==> config.mk <==
export PLATFORM = sky130hd
export DESIGN_NAME = pipe_hazard_ctrl
export DESIGN_NICKNAME = d
export VERILOG_FILES = /design/src/rtl/pipe_hazard_ctrl.sv
export SDC_FILE = /design/constraint.sdc
export NUM_CORES = 1
export LEC_CHECK = 0
export ABC_CLOCK_PERIOD_IN_PS = 4059
export CAP_MARGIN = 20
export CELL_PAD_IN_SITES_DETAIL_PLACEMENT = 1
export CELL_PAD_IN_SITES_GLOBAL_PLACEMENT = 1
export CORE_ASPECT_RATIO = 1.25
export CORE_MARGIN = 4
export CORE_UTILIZATION = 35
export DETAILED_ROUTE_END_ITERATION = 10
export HOLD_SLACK_MARGIN = 0.12
export PLACE_DENSITY_LB_ADDON = 0.2
export SYNTH_ARGS = -nofsm -noshare
export SYNTH_HDL_FRONTEND = slang
export SYNTH_SLANG_ARGS = --single-unit
==> constraint.sdc <==
create_clock -name clk -period 4.06 [get_ports clk]
set_input_delay 1.015 -clock clk [delete_from_list [all_inputs] [get_ports clk]]
set_output_delay 1.015 -clock clk [all_outputs]
set_load 0.005 [all_outputs]
==> src/rtl/pipe_hazard_ctrl.sv <==
// Central stall/flush controller for the 5-stage pipeline: resolves load-use,
// taken-branch and multi-cycle data-memory hazards, and keeps stall/flush counters.
module pipe_hazard_ctrl #(
  parameter int LU_BUBBLES  = 1,
  parameter int MEM_TIMEOUT = 64,
  parameter int CNT_W       = 16
) (
  input  logic             clk,
  input  logic             rst,
  input  logic [4:0]       ifid_Rs,
  input  logic [4:0]       ifid_Rt,
  input  logic             id_uses_rt,
  input  logic             idex_MemRead,
  input  logic [4:0]       idex_WN,
  input  logic             exmem_MemRead,
  input  logic             exmem_MemWrite,
  input  logic [4:0]       exmem_WN,
  input  logic             branch_taken,
  input  logic             dmem_ready,
  output logic             dmem_req,
  output logic             en_pc,
  output logic             en_ifid,
  output logic             en_idex,
  output logic             en_exmem,
  output logic             en_memwb,
  output logic             flush_ifid,
  output logic             bubble_idex,
  output logic             bubble_memwb,
  output logic             mem_err,
  output logic [CNT_W-1:0] stall_cnt,
  output logic [CNT_W-1:0] flush_cnt
);

  localparam int TO_W = $clog2(MEM_TIMEOUT) + 1;

  typedef enum logic [0:0] {
    RUN      = 1'b0,
    MEM_WAIT = 1'b1
  } state_t;

  state_t          state_r;
  state_t          stateNext_s;
  logic [TO_W-1:0] toCnt_r;

  logic memAcc_s;
  logic inWait_s;
  logic toExpire_s;
  logic memStall_s;
  logic lu1_s;
  logic lu2_s;
  logic lu_s;
  logic luActive_s;

  // A pending load whose destination feeds an operand the ID instruction reads.
  function automatic logic hazMatch(input logic isLoad, input logic [4:0] wn,
                                    input logic [4:0] rs, input logic [4:0] rt,
                                    input logic usesRt);
    hazMatch = isLoad & (wn != 5'd0) & ((wn == rs) | (usesRt & (wn == rt)));
  endfunction

  assign memAcc_s   = exmem_MemRead | exmem_MemWrite;
  assign inWait_s   = (state_r == MEM_WAIT);
  assign toExpire_s = inWait_s & (toCnt_r == TO_W'(MEM_TIMEOUT - 1));
  assign memStall_s = inWait_s ? ~(dmem_ready | toExpire_s) : (memAcc_s & ~dmem_ready);

  assign lu1_s = hazMatch(idex_MemRead, idex_WN, ifid_Rs, ifid_Rt, id_uses_rt);
  assign lu2_s = (LU_BUBBLES == 2) ? hazMatch(exmem_MemRead, exmem_WN, ifid_Rs, ifid_Rt, id_uses_rt)
                                   : 1'b0;
  assign lu_s  = lu1_s | lu2_s;
  // The retiring cycle of a wait only releases the freeze; hazards are re-judged next cycle.
  assign luActive_s = lu_s & ~inWait_s;

  // Next-state and pipeline-control decode, memory stall > load-use > branch.
  always_comb begin
    dmem_req     = 1'b0;
    en_pc        = 1'b0;
    en_ifid      = 1'b0;
    en_idex      = 1'b0;
    en_exmem     = 1'b0;
    en_memwb     = 1'b0;
    flush_ifid   = 1'b0;
    bubble_idex  = 1'b0;
    bubble_memwb = 1'b0;
    stateNext_s  = state_r;
    if (rst) begin
      stateNext_s = RUN;
    end else if (memStall_s) begin
      dmem_req     = 1'b1;
      en_memwb     = 1'b1;
      bubble_memwb = 1'b1;
      stateNext_s  = MEM_WAIT;
    end else if (luActive_s) begin
      dmem_req    = memAcc_s;
      en_idex     = 1'b1;
      en_exmem    = 1'b1;
      en_memwb    = 1'b1;
      bubble_idex = 1'b1;
      stateNext_s = RUN;
    end else begin
      dmem_req    = inWait_s | memAcc_s;
      en_pc       = 1'b1;
      en_ifid     = 1'b1;
      en_idex     = 1'b1;
      en_exmem    = 1'b1;
      en_memwb    = 1'b1;
      flush_ifid  = branch_taken & ~lu_s;
      stateNext_s = RUN;
    end
  end

  // State, timeout counter, sticky error and saturating performance counters.
  always_ff @(posedge clk) begin
    if (rst) begin
      state_r   <= RUN;
      toCnt_r   <= {TO_W{1'b0}};
      mem_err   <= 1'b0;
      stall_cnt <= {CNT_W{1'b0}};
      flush_cnt <= {CNT_W{1'b0}};
    end else begin
      state_r <= stateNext_s;
      if (inWait_s && (stateNext_s == MEM_WAIT)) begin
        toCnt_r <= toCnt_r + TO_W'(1);
      end else begin
        toCnt_r <= {TO_W{1'b0}};
      end
      mem_err <= mem_err | (toExpire_s & ~dmem_ready);
      if (!en_pc && (stall_cnt != {CNT_W{1'b1}})) begin
        stall_cnt <= stall_cnt + CNT_W'(1);
      end else begin
        stall_cnt <= stall_cnt;
      end
      if (flush_ifid && (flush_cnt != {CNT_W{1'b1}})) begin
        flush_cnt <= flush_cnt + CNT_W'(1);
      end else begin
        flush_cnt <= flush_cnt;
      end
    end
  end

endmodule

# Yosys cells after proc, flatten, opt, wreduce, memory -nomap -nowiden
# Cells that the tools add are included.
dict set report word_totals {
  output_inout_bits 42
  input_bits 28
  regBits 41
}
dict set report classes {
  n_reduce_logical 6
  n_eq_ne 5
  addsub 3
  n_mux 18
  bitwise_logic 18
}
# cell count
set ops {}
lappend ops {{$add 16x1->16 const B} 2}
lappend ops {{$ne 16x16->1 const B} 2}
lappend ops {{$mux 1} 18}
lappend ops {{$eq 5x5->1} 2}
lappend ops {{$and 1x1->1} 8}
lappend ops {{$add 7x1->7 const B} 1}
lappend ops {{$eq 7x6->1 const B} 1}
lappend ops {{$not 1->1} 5}
lappend ops {{$or 1x1->1} 5}
lappend ops {{$reduce_bool 5->1} 1}
lappend ops {{$logic_and 1x1->1} 3}
lappend ops {{$reduce_or 2->1} 1}
lappend ops {{$logic_not 1->1} 1}

# Longest topological paths before layout
# Gate-level depths: netlist of the first run.
dict set report logic_depth {
  ltp_word 10
  mapped_depth 9
  ltp_nobuf 8
}

# Worst setup path before layout of the first run
# OpenSTA, ideal clock, no wires.
dict set report synth_timing {
  kind {in2out}
  startpoint {in idex_WN[1]}
  endpoint {out en_pc}
  slack_ns 0.603
  cell_stages 5
  arrival_ns 2.442
  cell_sequence {or4_1 o21a_1 a31oi_2 buf_2 buf_4}
}
dict set report synth_via {
  elab_chain_len 8
}
# element line_no
set synth_rtl {}
lappend synth_rtl {{start, declared} 14} ;# input logic [4:0] idex_WN,
lappend synth_rtl {{$eq 5x5->1} 58} ;# hazMatch = isLoad & (wn != 5'd0) & ((wn == rs) | (usesRt & (wn == rt)));
lappend synth_rtl {{$and 1x1->1} 58}
lappend synth_rtl {{$or 1x1->1} 58}
lappend synth_rtl {{$and 1x1->1 (*)} 58}
lappend synth_rtl {{$and 1x1->1 (*)} 71} ;# assign luActive_s = lu_s & ~inWait_s;
lappend synth_rtl {{$mux 1 (*) (3 in series)} --}
lappend synth_rtl {{end, declared} 21} ;# output logic en_pc,
# Every way passes the cells marked *; elsewhere a longest branch is shown, timed or not.

# Final worst setup path of the first run
dict set report layout_timing {
  startpoint {in idex_WN[1]}
  endpoint {out bubble_idex}
}
dict set report layout_via {
  elab_chain_len 8
}
# element line_no
set layout_rtl {}
lappend layout_rtl {{$eq 5x5->1} 58}
lappend layout_rtl {{$and 1x1->1} 58}
lappend layout_rtl {{$or 1x1->1} 58}
lappend layout_rtl {{$and 1x1->1 (*)} 58}
lappend layout_rtl {{$and 1x1->1 (*)} 71}
lappend layout_rtl {{$mux 1 (*)} 92} ;# end else if (luActive_s) begin
lappend layout_rtl {{$mux 1 (*)} 87} ;# end else if (memStall_s) begin
lappend layout_rtl {{$mux 1 (*)} 85} ;# if (rst) begin
lappend layout_rtl {{end, declared} 27} ;# output logic bubble_idex,
# Marked as above.

==> flow_summary.ini, run 1 <==
[setup_path]
start_kind = input pin
required_ps = 3040
reg2reg_depth = 11
r2r_start = toCnt_r[0]$_SDFF_PP0_
cp.arrival_ps = 2930
r2r_slack_ps = 1480
worstSetupEndpointType = output pin
worstSetupStartpoint = idex_WN[1]
r2r-end = stall_cnt[14]$_SDFFE_PP0P_
worstSetupPathType = in2out
crit_fanout = 2

[placement]
hpwl_um = 4250
io_buffers = 64
place_area_um2 = 2800
pre_cts_slack_ps = -71.2
gp_congestion = 0.768
dp.cells = 371

[detailed_routing]
dr.pass1.iters = 4
drt-vias-per-instance = 5.10
drt-initial-drc-count = 48
wire_per_inst_um = 14.7
route.final.wire_length_um = 5590
dr_total_vias = 1943
ant_nets = 0
drc = 0

[global_routing]
overflow = 0
grt_first_pass_wirelength_um = 9480
antenna_found_initial = 0
gr-usage-met1_pct = 18.2
grt_pass1_vias = 2029
use_met2_pct = 29.5
grtUsageTotal_pct = 16.1
use_met3_pct = 4.22
gr-max-usage-layer = met2
grt_max_degree = 35

[power_and_ir_drop]
leakage_nw = 1.08
p_per_area_nw_per_um2 = 267
irDropWorstVdd_uv = 137
power_uw = 788

[synthesis]
synth.most_common_cell = nor2_1
synth_cell_types = 38
seq_area_frac_synth_pct = 40.0
ys_ff_latch = 41
synth-async-reset-ratio_pct = 0
synth_fp_nets = 274
yosysWarnings = 0
synth_edf_count = 0
synth_area_um2 = 2050
synthTopCellsByArea = dfxtp_1, xnor2_1, nor2_1, xor2_1, nand3_1
syn_area_per_cell_um2 = 8.45
synth_top_area_cell = dfxtp_1
synth_top_cells_by_count = nor2_1, dfxtp_1, xnor2_1
post-synth-top-area-fraction_pct = 40.0
syn_inst = 243
synth_flop_cell = dfxtp_1

[run]
max_cap_viol_count = 0

[die]
coreArea_um2 = 5560
die-area_um2 = 7170
row_count = 30
top_level_ports = 70
fp.dieH_um = 93.7
start_util_pct = 37.0
die_w_um = 76.5

[final_layout]
finalInstanceArea_um2 = 2950
antenna_cells = 0
fin_cells = 381
syn2layout_area_growth_pct = 43.5
drive_above_1_share_pct = 9.15
nNetsFinal = 347

[outcome]
outcome = complete, no violations

[worst_hold_path]
holdPathStages = 1
hp-start = toCnt_r[0]$_SDFF_PP0_
min_path_type = reg2reg
holdPathEnd = toCnt_r[0]$_SDFF_PP0_

[sta]
setup_viol = 0
layout_setup_ws_ps = 118
rsz0062_at_grt = no
max_freq_mhz = 254
tightest_slew_ps = 501
slew_violations = 0
final-hold-violation-count = 0
post-route-min-period_ps = 3940
fin_skew_ps = 8.87
maxSlewHeadroom_pct = 66.5
finalCritPeriodShare_pct = 97.1

[cts]
clk_pin_slew_ps = 80
tritoncts = done
ctsHtreeMaxLevel = 2
clock_sinks = 41
root_buffer = clkbuf_8
cts_hold_buffers = 0
clk_path_buf_depth = 2
cts-buffers-inserted = 5
clock_latency_ps = 300
==> critical path, stage by stage <==
cell	delay, ps
clkdlybuf4s50_1	420
or4_4	550
o21a_4	240
buf_4	140
nand2_1	60
nor3_1	40
clkdlybuf4s50_1	450
==> cells in the final DEF, fill, tap and decap left out, drive strengths merged <==
master / instances
clkdlybuf4s50: 61
nor2: 44
dfxtp: 41
xnor2: 25
nand3: 18
nand2: 15
buf: 13
xor2: 12
nand4: 10
and3: 9
nor3: 8
inv: 7
clkbuf: 6
nor4: 5
and2: 4
mux2i: 4
a31oi: 4
a21oi: 3
and4: 3
ha: 3
o21ai: 2
nor3b: 2
clkinvlp: 2
dlymetal6s2s: 2
a211oi: 2
and4b: 1
o22ai: 1
or4: 1
o21a: 1
a21o: 1
o211ai: 1
nor4b: 1
nor2b: 1
mux2: 1
or3: 1
nand2b: 1
dlygate4sd2: 1
==> repair_timing <==
action	4_1_cts	5_1_grt
gates resized for setup	7	3
setup endpoints to repair	3	3
pin swaps	2	1
buffers inserted	2	0
==> cell type report <==
class                      count  area (um2)
sequential                    41         821
clock inverter                 2        15.0
clock buffer                   6        72.6
tap                           64        80.1
timing repair buffer          77         746
inverter                       7        26.3
fill                         685        2610
multi-input combinational    184        1190
==> layer usage <==
| layer | part of all wire, % | vias up |
|---|---|---|
| met4 | 1.3 | 0 |
| met2 | 53 | 33 |
| li1 | - | 975 |
| met5 | 0 | - |
| met3 | 2.8 | 7 |
| met1 | 43 | 928 |
==> registers in the layout, indices dropped and copies added, names as in the netlist <==
| name | cells |
|---|---|
| flush_cnt | 16 |
| inWait_s | 1 |
| mem_err | 1 |
| stall_cnt | 16 |
| toCnt_r | 7 |
==> how the worst max path moves through the flow <==
stage / endpoint
finish: bubble_idex
global placement: en_ifid
floorplan: en_pc
CTS: en_ifid
global route: bubble_idex
detailed placement: en_pc
==> report_power, final <==
part | internal (mW) | switching [mW] | leakage [nW]
Clock | 0.121 | 0.150 | 0.0374
Combinational | 0.0605 | 0.0441 | 0.712
Sequential | 0.407 | 0.00618 | 0.331
==> kinds of logic (layout without fill, tap and decap cells) <==
kind of cell    after synthesis  count (layout)  share of synthesized area, %
compound gates               15              15                          5.48
simple gates                124             124                          30.6
fa+ha+maj                     3               3                          1.83
xor+xnor                     37              37                          15.8
flops                        41              41                          40.0
mux                           5               5                          2.50
buf+inv                      18              92                          3.90
==> stage by stage <==
stage | utilization, % | TNS (ps) | hold WS, ps
finish | 53.1 | 0 | 451
global placement | 50.5 | -210 | 424
global route | 53.1 | 0 | 514
detailed placement | 50.5 | -211 | 437
CTS | 52.8 | 0 | 451
floorplan | - | 0 | 413
Power figures use the tool's default switching activity.
==> run 2, diff against run 1 <==
- MAX_ROUTING_LAYER: unset -> met4
- SKIP_CTS_REPAIR_TIMING: unset -> 1
==> run 2 against run 1 <==
Power decreased by 0.24%. Sequential cell count unchanged. Maximum frequency increased by 0.19%. Sequential power about the same. Final cell count decreased by 0.26%. Worst setup slack improved by 7.3 ps. Wire length about the same. Clock-buffer cell count unchanged. Global-route usage increased by 0.31 points. Critical path type unchanged. Clock power about the same. Design area decreased by 0.38%.
==> flow_summary.ini, run 2 (synthesized netlist as in run 1, its figures left out) <==
[sta]
setup_viol = 0
post-route-min-period_ps = 3930
slew_violations = 0
rsz0062_at_grt = yes
layout_setup_ws_ps = 125
finalCritPeriodShare_pct = 96.9
tightest_slew_ps = 506
final-hold-violation-count = 0
maxSlewHeadroom_pct = 66.1
max_freq_mhz = 254
fin_skew_ps = 8.78

[final_layout]
nNetsFinal = 346
antenna_cells = 0
reg.largest.list = flush_cnt: 16 flops, stall_cnt: 16 flops, toCnt_r: 7 flops
mostFrequentLayoutCells = clkdlybuf4s50_1, nor2_1, dfxtp_1
syn2layout_area_growth_pct = 42.9
finalInstanceArea_um2 = 2940
n_fill_cell = 683
final_util_pct = 52.9
final_common_cell = clkdlybuf4s50_1
drive_above_1_share_pct = 8.86

[cts]
clk_pin_slew_ps = 80
clock_sinks = 41
tritoncts = done
root_buffer = clkbuf_8
cts-buffers-inserted = 5
clock_latency_ps = 290
clk_path_buf_depth = 2
ctsHtreeMaxLevel = 2

[global_routing]
grt_pass1_vias = 2010
grt_max_degree = 35
overflow = 0
antenna_found_initial = 0
grtUsageTotal_pct = 16.4
grt_first_pass_wirelength_um = 9400

[detailed_routing]
wire_per_inst_um = 14.7
drt-initial-drc-count = 65
dr.pass1.iters = 4
drt-vias-per-instance = 5.11
dr_total_vias = 1942
route.final.wire_length_um = 5590
ant_nets = 0
drc = 0

[power_and_ir_drop]
leakage_nw = 1.09
power_uw = 786
seqPwrFrac_pct = 52.5
combPwrFrac_pct = 13.0
p_int_uw = 588
clkPwrFrac_pct = 34.5
swShare_pct = 25.3
switchingPower_uw = 199
irDropWorstVdd_uv = 136
p_per_area_nw_per_um2 = 268

[setup_path]
path_depth = 8
r2r-end = stall_cnt[14]$_SDFFE_PP0P_
required_ps = 3040
crit_fanout = 3
max_stage_delay_ps = 530
worstSetupEndpointType = output pin
cp.arrival_ps = 2920
worstSetupPathType = in2out
r2r_slack_ps = 1620
cpMaxStageDelayCell = clkdlybuf4s50_1
reg2reg_depth = 10
crit_buf_inv = 3
cp_common_cell = clkdlybuf4s50_1
start_kind = input pin
r2r_start = toCnt_r[0]$_SDFF_PP0_
path_cells = clkdlybuf4s50_1 > buf_4 > xnor2_1 > nand3_1 > o22ai_2 > nand2_1 > nor3_1 > clkdlybuf4s50_1
cp_top_family = buffers and inverters

[placement]
io_buffers = 64
gp_congestion = 0.778
hpwl_um = 4250
place_area_um2 = 2800
pre_cts_slack_ps = -71.2

[die]
coreArea_um2 = 5560
top_level_ports = 70
die-area_um2 = 7170
fp.dieH_um = 93.7
die_w_um = 76.5
row_count = 30
start_util_pct = 37.0

[run]
max_cap_viol_count = 0

[worst_hold_path]
holdPathEnd = toCnt_r[0]$_SDFF_PP0_
holdPathStages = 1
min_path_type = reg2reg
hp-start = toCnt_r[0]$_SDFF_PP0_

[outcome]
outcome = complete, no violations
run 2: per-stage QoR:
step	hold WS, ps	cells	TNS, ps
6_report	449	380	0
5_1_grt	514	380	0
3_5_place_dp	437	371	-211
3_3_place_gp	424	371	-210
4_1_cts	451	379	-270
2_1_floorplan	413	243	0
run 2: cell type report:
type	count	area [um2]	share of cell area (%)
Clock buffer	6	72.6	2.47
Sequential cell	41	821	28.0
Clock inverter	2	15.0	0.511
Inverter	7	26.3	0.895
Tap cell	64	80.1	2.73
Multi-Input combinational cell	184	1180	40.2
Timing Repair Buffer	76	742	25.3
run 2: layer usage:
| layer | GRT usage [%] | routed length, um | vias to the layer above |
|---|---|---|---|
| met5 | - | 0 | - |
| li1 | - | - | 972 |
| met4 | 4.98 | 69 | 0 |
| met3 | 3.84 | 142 | 7 |
| met1 | 18.5 | 2450 | 930 |
| met2 | 29.0 | 2930 | 33 |
run 2: power groups by stage:
stage,registers (mW),logic [mW],clock network [mW]
global placement,0.422,0.0963,0
floorplan,0.421,0.0419,0
detailed placement,0.422,0.0993,0
finish,0.413,0.102,0.271
CTS,0.413,0.0998,0.282
global route,0.414,0.111,0.305
run 2: worst max-delay path by stage:
stage	start	endpoint	slack (ps)
detailed placement	idex_WN[1]	en_pc	-70
finish	idex_WN[2]	bubble_idex	130
CTS	idex_WN[1]	en_ifid	-100
floorplan	idex_WN[1]	en_pc	600
global route	idex_WN[4]	bubble_idex	10
global placement	idex_WN[1]	en_ifid	-70
run 2: worst register-to-register path: stages, from the launching register on:
cell and delay, ps:
dfxtp_1 330, ha_1 220, and3_1 190, a21oi_1 230, a21o_1 300, a31oi_4 50
buf_6 140, buf_4 170, nor4_2 400, a31oi_1 130, a211oi_1 200
==> run 3, diff against run 2 <==
- CORE_UTILIZATION: 35 -> 25
==> run 3 against run 2 <==
Via count is 0.15% higher. Final cell count rose by 8.4%. First-iteration DRC count shrank 49%. Design area rose by 1.3%. Sequential cell count unchanged. Power is 0.22% lower. Sequential power is essentially flat. Non-clock buffer count increased by 1. Sequential share of layout area fell by 0.36 points. Largest cell class unchanged. Highest routed layer unchanged.
==> flow_summary.ini, run 3 (synthesized netlist as in run 1, its figures left out) <==
[outcome]
outcome = complete, no violations

[setup_path]
cp_top_family = buffers and inverters
worstSetupPathType = in2out
required_ps = 3040
cp_common_cell = clkdlybuf4s50_1
crit_buf_inv = 3
reg2reg_depth = 11
cpMaxStageDelayCell = clkdlybuf4s50_1
r2r-end = stall_cnt[14]$_SDFFE_PP0P_
worstSetupEndpointType = output pin
r2r_start = toCnt_r[0]$_SDFF_PP0_
max_stage_delay_ps = 540
crit_fanout = 3
worstSetupStartpoint = idex_WN[4]
start_kind = input pin
r2r_slack_ps = 1390
cp.arrival_ps = 2840
path_cells = clkdlybuf4s50_1 > buf_4 > xnor2_1 > nand4_1 > o22ai_2 > nand2_1 > nor3_1 > clkdlybuf4s50_1

[sta]
rsz0062_at_grt = no
setup_viol = 0
slew_violations = 0
maxSlewHeadroom_pct = 66.8
max_freq_mhz = 259
post-route-min-period_ps = 3860
tightest_slew_ps = 496
layout_setup_ws_ps = 204
fin_skew_ps = 5.86
final-hold-violation-count = 0
hold_ws_ps = 448
final.setup.tns_ps = 0
finalCritPeriodShare_pct = 95.0

[worst_hold_path]
holdPathEnd = toCnt_r[0]$_SDFF_PP0_
hp-start = toCnt_r[0]$_SDFF_PP0_
holdPathStages = 1
min_path_type = reg2reg

[cts]
tritoncts = done
root_buffer = clkbuf_8
clk_pin_slew_ps = 90
clk_path_buf_depth = 2
clock_latency_ps = 290
ctsHtreeMaxLevel = 2
cts-buffers-inserted = 5
clock_sinks = 41

[final_layout]
mostFrequentLayoutCells = clkdlybuf4s50_1, nor2_1, dfxtp_1
drive_above_1_share_pct = 9.78
syn2layout_area_growth_pct = 44.8
final_common_cell = clkdlybuf4s50_1
reg.largest.list = flush_cnt: 16 flops, stall_cnt: 16 flops, toCnt_r: 7 flops
fin_cells = 412
finalInstanceArea_um2 = 2980
nNetsFinal = 347
antenna_cells = 0

[detailed_routing]
dr_total_vias = 1945
route.final.wire_length_um = 5730
ant_nets = 0
drc = 0
drt-initial-drc-count = 33
dr.pass1.iters = 4
drt-vias-per-instance = 4.72
wire_per_inst_um = 13.9

[power_and_ir_drop]
irDropWorstVdd_uv = 126
seqPwrFrac_pct = 52.6
swShare_pct = 25.4
p_int_uw = 585
switchingPower_uw = 200
p_per_area_nw_per_um2 = 264
clkPwrFrac_pct = 34.5
combPwrFrac_pct = 12.8
leakage_nw = 1.10

[die]
coreArea_um2 = 7880
row_count = 36
die_w_um = 89.1
die-area_um2 = 9740
fp.dieH_um = 109
top_level_ports = 70
start_util_pct = 26.1

[global_routing]
grt_pass1_vias = 2006
antenna_found_initial = 0
overflow = 0
grt_max_degree = 35
grtUsageTotal_pct = 12.4
grt_first_pass_wirelength_um = 9360

[placement]
pre_cts_slack_ps = -86.4
gp_congestion = 0.734
hpwl_um = 4330
io_buffers = 64
place_area_um2 = 2850
dp.cells = 402

[run]
max_cap_viol_count = 0
[run 3: worst max-delay path by stage]
stage          cells after the start  slack (ps)          end
5_1_grt                            8          30  bubble_idex
3_5_place_dp                       5         -90   flush_ifid
4_1_cts                            5         -90   flush_ifid
3_3_place_gp                       5         -70   flush_ifid
2_1_floorplan                      5         600        en_pc
6_report                           8         200  bubble_idex
[run 3: per-layer routing]
metal  part of all wire, %  vias up  track usage, %
met2                    51       30            21.5
met4                  0.30        0            2.55
met3                   3.9        2            2.62
met1                    45      937            14.8
met5                     0        -               -
li1                      -      976               -
[run 3: power groups by stage]
stage	Combinational (mW)	Sequential (mW)	Clock, mW
2_1_floorplan	0.0419	0.421	0
3_3_place_gp	0.0978	0.422	0
3_5_place_dp	0.0992	0.423	0
4_1_cts	0.0995	0.413	0.291
5_1_grt	0.110	0.414	0.308
6_report	0.101	0.413	0.271
[run 3: worst register-to-register path: cells and delay by family, from the launching register on]
kind	cells	cell delay, ps
flip-flops	1	330
adder cells (fa/ha/maj)	1	220
AND/OR/NAND/NOR	2	600
AO/OA/AOI/OAI	5	990
buffers and inverters	3	460
[run 3: through the flow]
step                utilization (%)  power [mW]
detailed placement             36.1       0.522
finish                         37.7       0.785
floorplan                         -       0.463
global route                   37.7       0.833
CTS                            37.2       0.804
global placement               36.1       0.520
[run 3: layout make-up]
class | count | area, um2
Clock buffer | 5 | 68.8
Tap cell | 95 | 119
Clock inverter | 3 | 17.5
Timing Repair Buffer | 77 | 746
Sequential cell | 41 | 821
Inverter | 7 | 26.3
Multi-Input combinational cell | 184 | 1180
Fill cell | 930 | 4910
